**src/rtl/int_seq_if.sv**
```systemverilog
// int_seq_if: CPU-side handshake and latch-strobe bundle for the interrupt sequencer.
// slave  = the sequencer itself, master = CPU core / bench driving it.
interface int_seq_if;
    logic       ph2_en;
    logic       res_n;
    logic       nmi_n;
    logic       irq_n;
    logic       i_flag;
    logic       sync;
    logic       vec_done;
    logic       s_n;
    logic       r1_n;
    logic       r2_n;
    logic       int_req;
    logic [1:0] vec_sel;
    logic       err_to;

    modport slave (
        input  ph2_en, res_n, nmi_n, irq_n, i_flag, sync, vec_done,
        output s_n, r1_n, r2_n, int_req, vec_sel, err_to
    );

    modport master (
        output ph2_en, res_n, nmi_n, irq_n, i_flag, sync, vec_done,
        input  s_n, r1_n, r2_n, int_req, vec_sel, err_to
    );
endinterface

```
**src/rtl/int_seq.sv**
```systemverilog
// int_seq: RES/NMI/IRQ request sequencer feeding the m6502 RS interrupt latch.
// Synchronises requests, arbitrates at opcode fetch (RES > NMI > IRQ), emits
// one-clock active-low set/reset strobes and the vector select.
// Optional WAIT_VEC watchdog: define INT_SEQ_TIMEOUT_EN.
module int_seq #(
    parameter int SYNC_STAGES = 2,
    parameter int TIMEOUT_CYC = 15
) (
    input  logic     clk,
    input  logic     rst,
    int_seq_if.slave bus
);
    typedef enum logic [1:0] {IDLE, TAKE, WAIT_VEC, CLEAR} state_t;

    localparam logic [1:0] V_NONE = 2'b00;
    localparam logic [1:0] V_RES  = 2'b01;
    localparam logic [1:0] V_NMI  = 2'b10;
    localparam logic [1:0] V_IRQ  = 2'b11;

    state_t                 r_state, w_state_nxt;
    logic [SYNC_STAGES-1:0] r_res_sync, r_nmi_sync, r_irq_sync;
    logic [SYNC_STAGES:0]   r_smp_vld;
    logic                   r_nmi_prev;
    logic                   r_res_pend, r_nmi_pend;
    logic [1:0]             r_vec_sel, w_vec_sel_nxt;
    logic                   w_res_s, w_nmi_s, w_irq_s;
    logic                   w_nmi_edge, w_irq_act, w_any_req, w_to_hit;

    assign w_res_s   = r_res_sync[SYNC_STAGES-1];
    assign w_nmi_s   = r_nmi_sync[SYNC_STAGES-1];
    assign w_irq_s   = r_irq_sync[SYNC_STAGES-1];
    // The preset 1s are not real samples: only accept an NMI edge once the
    // history flop holds a genuine post-reset sample, so NMI held low
    // through reset is never seen as a falling edge.
    assign w_nmi_edge = r_smp_vld[SYNC_STAGES] & r_nmi_prev & ~w_nmi_s;
    assign w_irq_act  = ~w_irq_s & ~bus.i_flag;
    assign w_any_req  = r_res_pend | r_nmi_pend | w_irq_act;

    // Input synchronisers, NMI edge history and sample-valid tracking
    always_ff @(posedge clk) begin
        if (rst) begin
            r_res_sync <= '1;
            r_nmi_sync <= '1;
            r_irq_sync <= '1;
            r_nmi_prev <= 1'b1;
            r_smp_vld  <= '0;
        end else begin
            r_res_sync <= {r_res_sync[SYNC_STAGES-2:0], bus.res_n};
            r_nmi_sync <= {r_nmi_sync[SYNC_STAGES-2:0], bus.nmi_n};
            r_irq_sync <= {r_irq_sync[SYNC_STAGES-2:0], bus.irq_n};
            r_nmi_prev <= w_nmi_s;
            r_smp_vld  <= {r_smp_vld[SYNC_STAGES-1:0], 1'b1};
        end
    end

    // Pending capture; a new request in the clearing clk wins over the clear
    always_ff @(posedge clk) begin
        if (rst) begin
            r_res_pend <= 1'b0;
            r_nmi_pend <= 1'b0;
        end else begin
            if (r_state == CLEAR && r_vec_sel == V_RES) r_res_pend <= 1'b0;
            if (r_state == CLEAR && r_vec_sel == V_NMI) r_nmi_pend <= 1'b0;
            if (!w_res_s)   r_res_pend <= 1'b1;
            if (w_nmi_edge) r_nmi_pend <= 1'b1;
        end
    end

    // State and vector-select registers
    always_ff @(posedge clk) begin
        if (rst) begin
            r_state   <= IDLE;
            r_vec_sel <= V_NONE;
        end else begin
            r_state   <= w_state_nxt;
            r_vec_sel <= w_vec_sel_nxt;
        end
    end

`ifdef INT_SEQ_TIMEOUT_EN
    localparam logic [3:0] TO_LAST = 4'(TIMEOUT_CYC - 1);

    logic [3:0] r_to_cnt;
    logic       r_err_to;

    // WAIT_VEC watchdog: restarts on every entry, counts CPU cycles
    always_ff @(posedge clk) begin
        if (rst || r_state == TAKE) begin
            r_to_cnt <= '0;
        end else if (r_state == WAIT_VEC && bus.ph2_en) begin
            r_to_cnt <= r_to_cnt + 4'd1;
        end
    end

    // Sticky timeout flag, only rst clears it
    always_ff @(posedge clk) begin
        if (rst)           r_err_to <= 1'b0;
        else if (w_to_hit) r_err_to <= 1'b1;
    end

    assign bus.err_to = r_err_to;
`else
    logic w_unused_to;
    assign w_unused_to = (TIMEOUT_CYC != 0);
    assign bus.err_to  = 1'b0;
`endif

    // Next-state: arbitration in IDLE, strobe sequencing afterwards
    always_comb begin
        w_state_nxt   = r_state;
        w_vec_sel_nxt = r_vec_sel;
        w_to_hit      = 1'b0;
        case (r_state)
            IDLE: begin
                if (bus.ph2_en && bus.sync && w_any_req) begin
                    w_state_nxt = TAKE;
                    if (r_res_pend)      w_vec_sel_nxt = V_RES;
                    else if (r_nmi_pend) w_vec_sel_nxt = V_NMI;
                    else                 w_vec_sel_nxt = V_IRQ;
                end
            end
            TAKE: w_state_nxt = WAIT_VEC;
            WAIT_VEC: begin
                if (bus.vec_done) begin
                    w_state_nxt = CLEAR;
                end
`ifdef INT_SEQ_TIMEOUT_EN
                else if (bus.ph2_en && r_to_cnt == TO_LAST) begin
                    w_state_nxt = CLEAR;
                    w_to_hit    = 1'b1;
                end
`endif
            end
            CLEAR: begin
                w_state_nxt   = IDLE;
                w_vec_sel_nxt = V_NONE;
            end
            default: begin
                w_state_nxt   = IDLE;
                w_vec_sel_nxt = V_NONE;
            end
        endcase
    end

    // Strobes decode straight from state, so only one can ever be low
    assign bus.s_n     = (r_state != TAKE);
    assign bus.r1_n    = ~(r_state == CLEAR && r_vec_sel != V_IRQ);
    assign bus.r2_n    = ~(r_state == CLEAR && r_vec_sel == V_IRQ);
    assign bus.int_req = (r_state != IDLE);
    assign bus.vec_sel = r_vec_sel;
endmodule

```
**src/flat_wrapper.sv**
```systemverilog
// flat-port wrapper written by rule: the top's interface ports become plain ports
module int_seq_flat 
#(
    parameter int SYNC_STAGES = 2,
    parameter int TIMEOUT_CYC = 15
)
  (clk, rst, bus_ph2_en, bus_res_n, bus_nmi_n, bus_irq_n, bus_i_flag, bus_sync, bus_vec_done, bus_s_n, bus_r1_n, bus_r2_n, bus_int_req, bus_vec_sel, bus_err_to);
  int_seq_if bus_i ();
  input  logic clk;
  input  logic rst;
  input wire logic [$bits(bus_i.ph2_en)-1:0] bus_ph2_en;
  input wire logic [$bits(bus_i.res_n)-1:0] bus_res_n;
  input wire logic [$bits(bus_i.nmi_n)-1:0] bus_nmi_n;
  input wire logic [$bits(bus_i.irq_n)-1:0] bus_irq_n;
  input wire logic [$bits(bus_i.i_flag)-1:0] bus_i_flag;
  input wire logic [$bits(bus_i.sync)-1:0] bus_sync;
  input wire logic [$bits(bus_i.vec_done)-1:0] bus_vec_done;
  output wire logic [$bits(bus_i.s_n)-1:0] bus_s_n;
  output wire logic [$bits(bus_i.r1_n)-1:0] bus_r1_n;
  output wire logic [$bits(bus_i.r2_n)-1:0] bus_r2_n;
  output wire logic [$bits(bus_i.int_req)-1:0] bus_int_req;
  output wire logic [$bits(bus_i.vec_sel)-1:0] bus_vec_sel;
  output wire logic [$bits(bus_i.err_to)-1:0] bus_err_to;
  assign bus_i.ph2_en = bus_ph2_en;
  assign bus_i.res_n = bus_res_n;
  assign bus_i.nmi_n = bus_nmi_n;
  assign bus_i.irq_n = bus_irq_n;
  assign bus_i.i_flag = bus_i_flag;
  assign bus_i.sync = bus_sync;
  assign bus_i.vec_done = bus_vec_done;
  assign bus_s_n = bus_i.s_n;
  assign bus_r1_n = bus_i.r1_n;
  assign bus_r2_n = bus_i.r2_n;
  assign bus_int_req = bus_i.int_req;
  assign bus_vec_sel = bus_i.vec_sel;
  assign bus_err_to = bus_i.err_to;
  int_seq #(.SYNC_STAGES(SYNC_STAGES), .TIMEOUT_CYC(TIMEOUT_CYC)) u_core (.clk(clk), .rst(rst), .bus(bus_i));
endmodule
```
**config.mk**
```make
export PLATFORM = sky130hd
export DESIGN_NAME = int_seq_flat
export DESIGN_NICKNAME = d
export VERILOG_FILES = /design/src/rtl/int_seq_if.sv /design/src/rtl/int_seq.sv /design/src/flat_wrapper.sv
export SDC_FILE = /design/constraint.sdc
export NUM_CORES = 1
export LEC_CHECK = 0
export CAP_MARGIN = 20
export CORE_MARGIN = 1.5
export CORE_UTILIZATION = 30
export DETAILED_ROUTE_END_ITERATION = 7
export GPL_TIMING_DRIVEN = 0
export SYNTH_ARGS = -nofsm -noshare
export SYNTH_HDL_FRONTEND = slang
export SYNTH_SLANG_ARGS = --single-unit
```
**constraint.sdc**
```tcl
create_clock -name clk -period 1.4 [get_ports clk]
set_input_delay 0.28 -clock clk [delete_from_list [all_inputs] [get_ports clk]]
set_output_delay 0.28 -clock clk [all_outputs]
set_load 0.02 [all_outputs]
```
# Yosys cells after proc, flatten, opt, wreduce, memory -nomap -nowiden
# Cells that the tools add are included.
dict set report totals {
  register_bits 16
  in_bits 9
  elab_cells 55
}
dict set report classes {
  eq_ne 11
  mux 12
  n_bitwise 10
  reduce_logical 12
}
# operator n
set ops {}
lappend ops {{2-bit equality test, second input constant} 4}
lappend ops {{2-bit 2-to-1 mux} 4}
lappend ops {{2-bit one-hot mux with 4 select lines} 1}
lappend ops {{1-bit logical AND} 6}
lappend ops {{1-bit 2-to-1 mux} 6}
lappend ops {{2-bit != test, second input constant} 3}
lappend ops {{2-bit nonzero test} 3}
lappend ops {{1-bit inverter} 5}
lappend ops {{2-bit by 1-bit equality test with 1-bit output, second input constant} 2}
lappend ops {{2-bit by 1-bit != test with 1-bit output, second input constant} 2}
lappend ops {{2-bit one-hot mux with 2 select lines} 1}
lappend ops {{2-bit AND reduction} 2}
lappend ops {{1-bit AND} 3}
lappend ops {{2-bit zero test} 1}
lappend ops {{1-bit bitwise OR} 2}

# Depth between registers and ports, before layout
dict set report depth {
  depth_word 6
  depth_mapped 6
}

# Least setup slack after synthesis
# OpenSTA, ideal clock, no wires.
dict set report synth_path {
  path_type {reg-to-reg}
  startpoint {register u_core.r_state[0]}
  endpoint {register u_core.r_vec_sel[0] (netlist: u_core.bus.vec_sel[0])}
  setup_time_ns 0.070
  t_arrival_ns 1.364
  required_ns 1.330
  path_slack_ns -0.034
  path_stages_with_launch 6
  path_buffers 0
  synth_period_minus_slack_ns 1.434
  cell_sequence {dfxtp_1 -> inv_1 -> ha_1 -> inv_1 -> or4_1 -> a21oi_1}
}
dict set report synth_between {
  elab_chain_len 3
  word_cells_on_any_way 6
  cone_classes {eq/ne (2); mux (1); reduce/logical (3)}
}
# item line_no
set synth_rtl {}
lappend synth_rtl {{start, declared} int_seq.sv:20} ;# state_t r_state, w_state_nxt;
lappend synth_rtl {{start signal, assigned} int_seq.sv:75} ;# r_state <= w_state_nxt;
lappend synth_rtl {{2-bit equality test or 2-bit zero test (tied branches)} int_seq.sv:113} ;# case (r_state)
lappend synth_rtl {{2-bit nonzero test (no line) or 2-bit by 1-bit != test with 1-bit output (tied branches)} n/a}
lappend synth_rtl {{2-bit AND reduction (no line)} n/a}
lappend synth_rtl {{end signal, assigned} int_seq.sv:76} ;# r_vec_sel <= w_vec_sel_nxt;
lappend synth_rtl {{end, declared} int_seq.sv:25} ;# logic [1:0] r_vec_sel, w_vec_sel_nxt;
# Several ways; a longest one is shown, not always the timed one.
# A chain may end at the register's enable or synchronous reset.

# Worst setup path in the final report
dict set report layout_path {
  startpoint {input bus_i_flag}
  endpoint {register u_core.r_vec_sel[0] (netlist: u_core.bus.vec_sel[0])}
}
dict set report layout_between {
  elab_chain_len 6
}
# item line_no
set layout_rtl {}
lappend layout_rtl {{start, declared} flat_wrapper.sv:15} ;# input wire logic [$bits(bus_i.i_flag)-1:0] bus_i_flag;
lappend layout_rtl {{1-bit inverter} int_seq.sv:36} ;# assign w_irq_act = ~w_irq_s & ~bus.i_flag;
lappend layout_rtl {{1-bit AND} int_seq.sv:36}
lappend layout_rtl {{1-bit bitwise OR} int_seq.sv:37} ;# assign w_any_req = r_res_pend | r_nmi_pend | w_irq_act;
lappend layout_rtl {{1-bit logical AND} int_seq.sv:115} ;# if (bus.ph2_en && bus.sync && w_any_req) begin
lappend layout_rtl {{2-bit by 1-bit != test with 1-bit output (no line)} n/a}
lappend layout_rtl {{2-bit AND reduction (no line)} n/a}
# No other way between the ends.

==> results.md <==
* #FFs+latches synth at 16
* Antenna violations before repair at 0
* Largest family of logic cells by synthesized area: simple AND/OR/NAND/NOR gates
* Worst Path Class, Setup: input pin to flip-flop
* # rows at 16
* Net count after synthesis at roughly 80
* PwrDens at 1370 nW/um^2
* Critical path cell sequence: clkdlybuf4s50_1, nor2_2, o311ai_2, or4_4, a21oi_2
* Count of cell types in the netlist at 21
* Synth Area in Simple Gates at 23.7%
* Mux cell area share after synthesis at 1.59%
* Setup_tns at 0 ns
* Adder-cell share of the synthesized area at under 10%
* Worst-path maximum fanout at 3
* Hold Crit Class: flip-flop to flip-flop
* Drt drc at 0
* Avg Inst Size Synth at 9.66 um^2
* Worst VDD drop at ~0.85 mV
* Die area at between 2000 and 2500 um^2
* Largest net degree at the start of global routing at 11
* Die H at 48.8 um
* Share of power burned in registers at 44.8%
* Worst Reg2Reg Path Length in Cells at 5
* Post-synthesis cell area at ~630 um^2
* Status: completed
* Number of global-route vias before repair at 403
* Fin cells at 110
* Yosys warns at 0
* CP max stage cell: or4_4
* Placed instance area at about 800 um^2
* # hold bufs at CTS at 0
* Final Cell Area at 898 um^2
* Post-Synth XOR/XNOR Area at 0%
* Hold EP: u_core.r_res_pend
* Post-DR wirelength/cell at 9.42 um
* Sw Ratio at 30.1%
* Worst Clk Skew at 0.00158 ns
* Final #Nets at 97
* Clock power share at 23.5%
* Max-slew violations at 0
* Core Area at between 1500 and 2000 um^2
* Die W at 48.8 um
* Starting Density at about a third
* Vias/cell at 4.34
* Number of fillers in the final layout at 210
* Post-Syn Instances at 65
* Num CTS Buffers at 3
* RSZ-0062 raised after global routing: yes
* Min Tclk post-route at 1.38 ns
* Global-route wire length before repair at between 1500 and 2000 um
* # Post-CTS Setup Buffers at 0
* Routed Antenna Nets at 0
* Final count of negative-setup-slack endpoints at 0
* Hold path cells at 1
* NetSw at 370 uW
* Max Cap Viol at 0
* FF-to-FF Start: u_core.r_state[0]
* Worst Path Required at 1.61 ns
* Htree depth at 1
* Commonest cells after routing, fill and taps aside: dfxtp_1, clkdlybuf4s50_1, nand2_1, or2_2
* P_leak at 0.000329 uW
* Diode count at 0
* Placed cell count at 106
* Fraction of layout cells with a size suffix above 1 at between 30% and 40%
* Post-synthesis sequential area ratio at around half
* Setup WS pre-CTS at -0.276 ns
* Final hold vios at 0
* Number of port buffers at 14
* CTS tree: built
* Data arrival time of the critical path at 1.59 ns
* GR Overflow Total at 0
* CTS clk-pin slew, worst paths at about 0.09 ns
* Hold wc startpoint: u_core.r_res_sync[1]
* Clock sink count at 16
* Synth-to-Final Area Change at 43.0%
* Setup crit end kind: flip-flop
* Pre-antenna DRT Iters at 2
* Setup ws final at 0.0186 ns
* Global Route Usage Sum at 9.33%
* Combinational fraction of design power at 31.7%
* Dpl hpwl at 758 um
* WL final at 1040 um
* Commonest non-fill, non-tap cell in the layout: dfxtp_1
* Max incr delay on CP at 0.51 ns
* Synth Area in Compound Gates at 10.4%
* Boundary pin count at 16
* Total power at 1230 uW
* CTS Root Cell: clkbuf_4
* Gpl congestion at 0.779
* Clock buffer depth at 2
* CP startpoint kind: input pin
* Vias at 477
* Period utilization at 98.7%
* Cell internal pwr at 857 uW
* Worst R2R Setup Slack at ~0.040 ns
* R2r endpoint: u_core.bus.vec_sel[0]
* Skew-Pair Late Insertion Delay at 0.27 ns
* Fmax at 0.724 GHz
* DRT iter0 DRCs at 4
[flip-flops by register name, summed over array words and instances, names as in the netlist]
signal              flops
u_core.r_res_pend       1
u_core.r_nmi_prev       1
u_core.r_smp_vld        3
u_core.r_nmi_sync       2
u_core.r_nmi_pend       1
u_core.r_res_sync       2
u_core.r_state          2
u_core.r_irq_sync       2
u_core.bus.vec_sel      2
[cell usage after synthesis, drive strengths merged]
| cell | count | area (um^2) |
|---|---|---|
| nand2 | 7 | 26.3 |
| nor2 | 1 | 6.26 |
| dfxtp | 16 | 320 |
| o21ai | 1 | 5.00 |
| a21oi | 5 | 25.0 |
| or2 | 7 | 43.8 |
| conb | 1 | 3.75 |
| o211ai | 2 | 15.0 |
| ha | 4 | 50.1 |
| and2b | 1 | 8.76 |
| or4 | 2 | 15.0 |
| nor2b | 3 | 18.8 |
| mux2i | 1 | 10.0 |
| nor3 | 1 | 5.00 |
| nand3 | 2 | 10.0 |
| o221a | 1 | 11.3 |
| clkbuf | 1 | 3.75 |
| o311ai | 1 | 8.76 |
| buf | 1 | 7.51 |
| nand3b | 2 | 15.0 |
| inv | 5 | 18.8 |
[layout make-up]
type	instances	area [um^2]	area share, %
Sequential cell	16	328	36.5
Inverter	5	23.8	2.65
Timing Repair Buffer	14	135	15.0
Buffer	2	11.3	1.25
Multi-Input combinational cell	42	330	36.8
Tap cell	27	33.8	3.76
Clock buffer	4	36.3	4.04
[cells by family (layout without fill, tap and decap cells)]
kind of cell,Yosys count,count (layout)
AO/OA/AOI/OAI,10,10
AND/OR/NAND/NOR,26,26
flip-flops,16,16
other,1,1
buffers and inverters,7,25
multiplexers,1,1
adder cells (fa/ha/maj),4,4
[what timing repair did]
| item | in CTS | in global routing |
|---|---|---|
| setup endpoints to repair | 8 | 7 |
| resized for setup | 28 | 15 |
| pin swaps | 1 | 3 |
[how the worst max path moves through the flow]
stage | to | depth (start not counted) | start | slack [ns]
6_report | u_core.bus.vec_sel[0] | 5 | bus_i_flag | 0.02
5_1_grt | u_core.bus.vec_sel[0] | 5 | u_core.r_state[0] | -0.03
4_1_cts | bus_int_req | 4 | u_core.r_state[0] | 0.002
3_5_place_dp | u_core.bus.vec_sel[0] | 5 | bus_i_flag | -0.28
3_3_place_gp | u_core.bus.vec_sel[0] | 5 | bus_i_flag | -0.27
2_1_floorplan | u_core.bus.vec_sel[0] | 5 | u_core.r_state[0] | 0.009
[power groups by stage]
stage                     combinational (uW)  clock (uW)  sequential [uW]
after global placement                   320           0              534
final                                    389         288              550
after floorplan                          202           0              531
after global routing                     424         330              555
after CTS                                320         307              548
after detailed placement                 325           0              536
[routing by layer]
metal	track usage, %	wire length, um	part of all wire [%]
met1	11.6	456	44
met2	13.5	500	48
met4	5.71	0	0
met3	3.70	79	7.6
met5	0	0	0
[metrics by stage]
| step | hold WS [ns] | utilization [%] |
|---|---|---|
| floorplan | 0.352 | - |
| detailed placement | 0.392 | 40.9 |
| global placement | 0.387 | 40.9 |
| finish | 0.403 | 45.8 |
| global route | 0.428 | 45.8 |
| CTS | 0.406 | 43.2 |
[critical path, delay by kind of cell]
kind / cells / cell delay [ns]
AOI/OAI and AO/OA: 2 / 0.24
and+or+nand+nor: 2 / 0.66
buffers and inverters: 1 / 0.41
No activity file was read; power rests on OpenSTA's default activity.
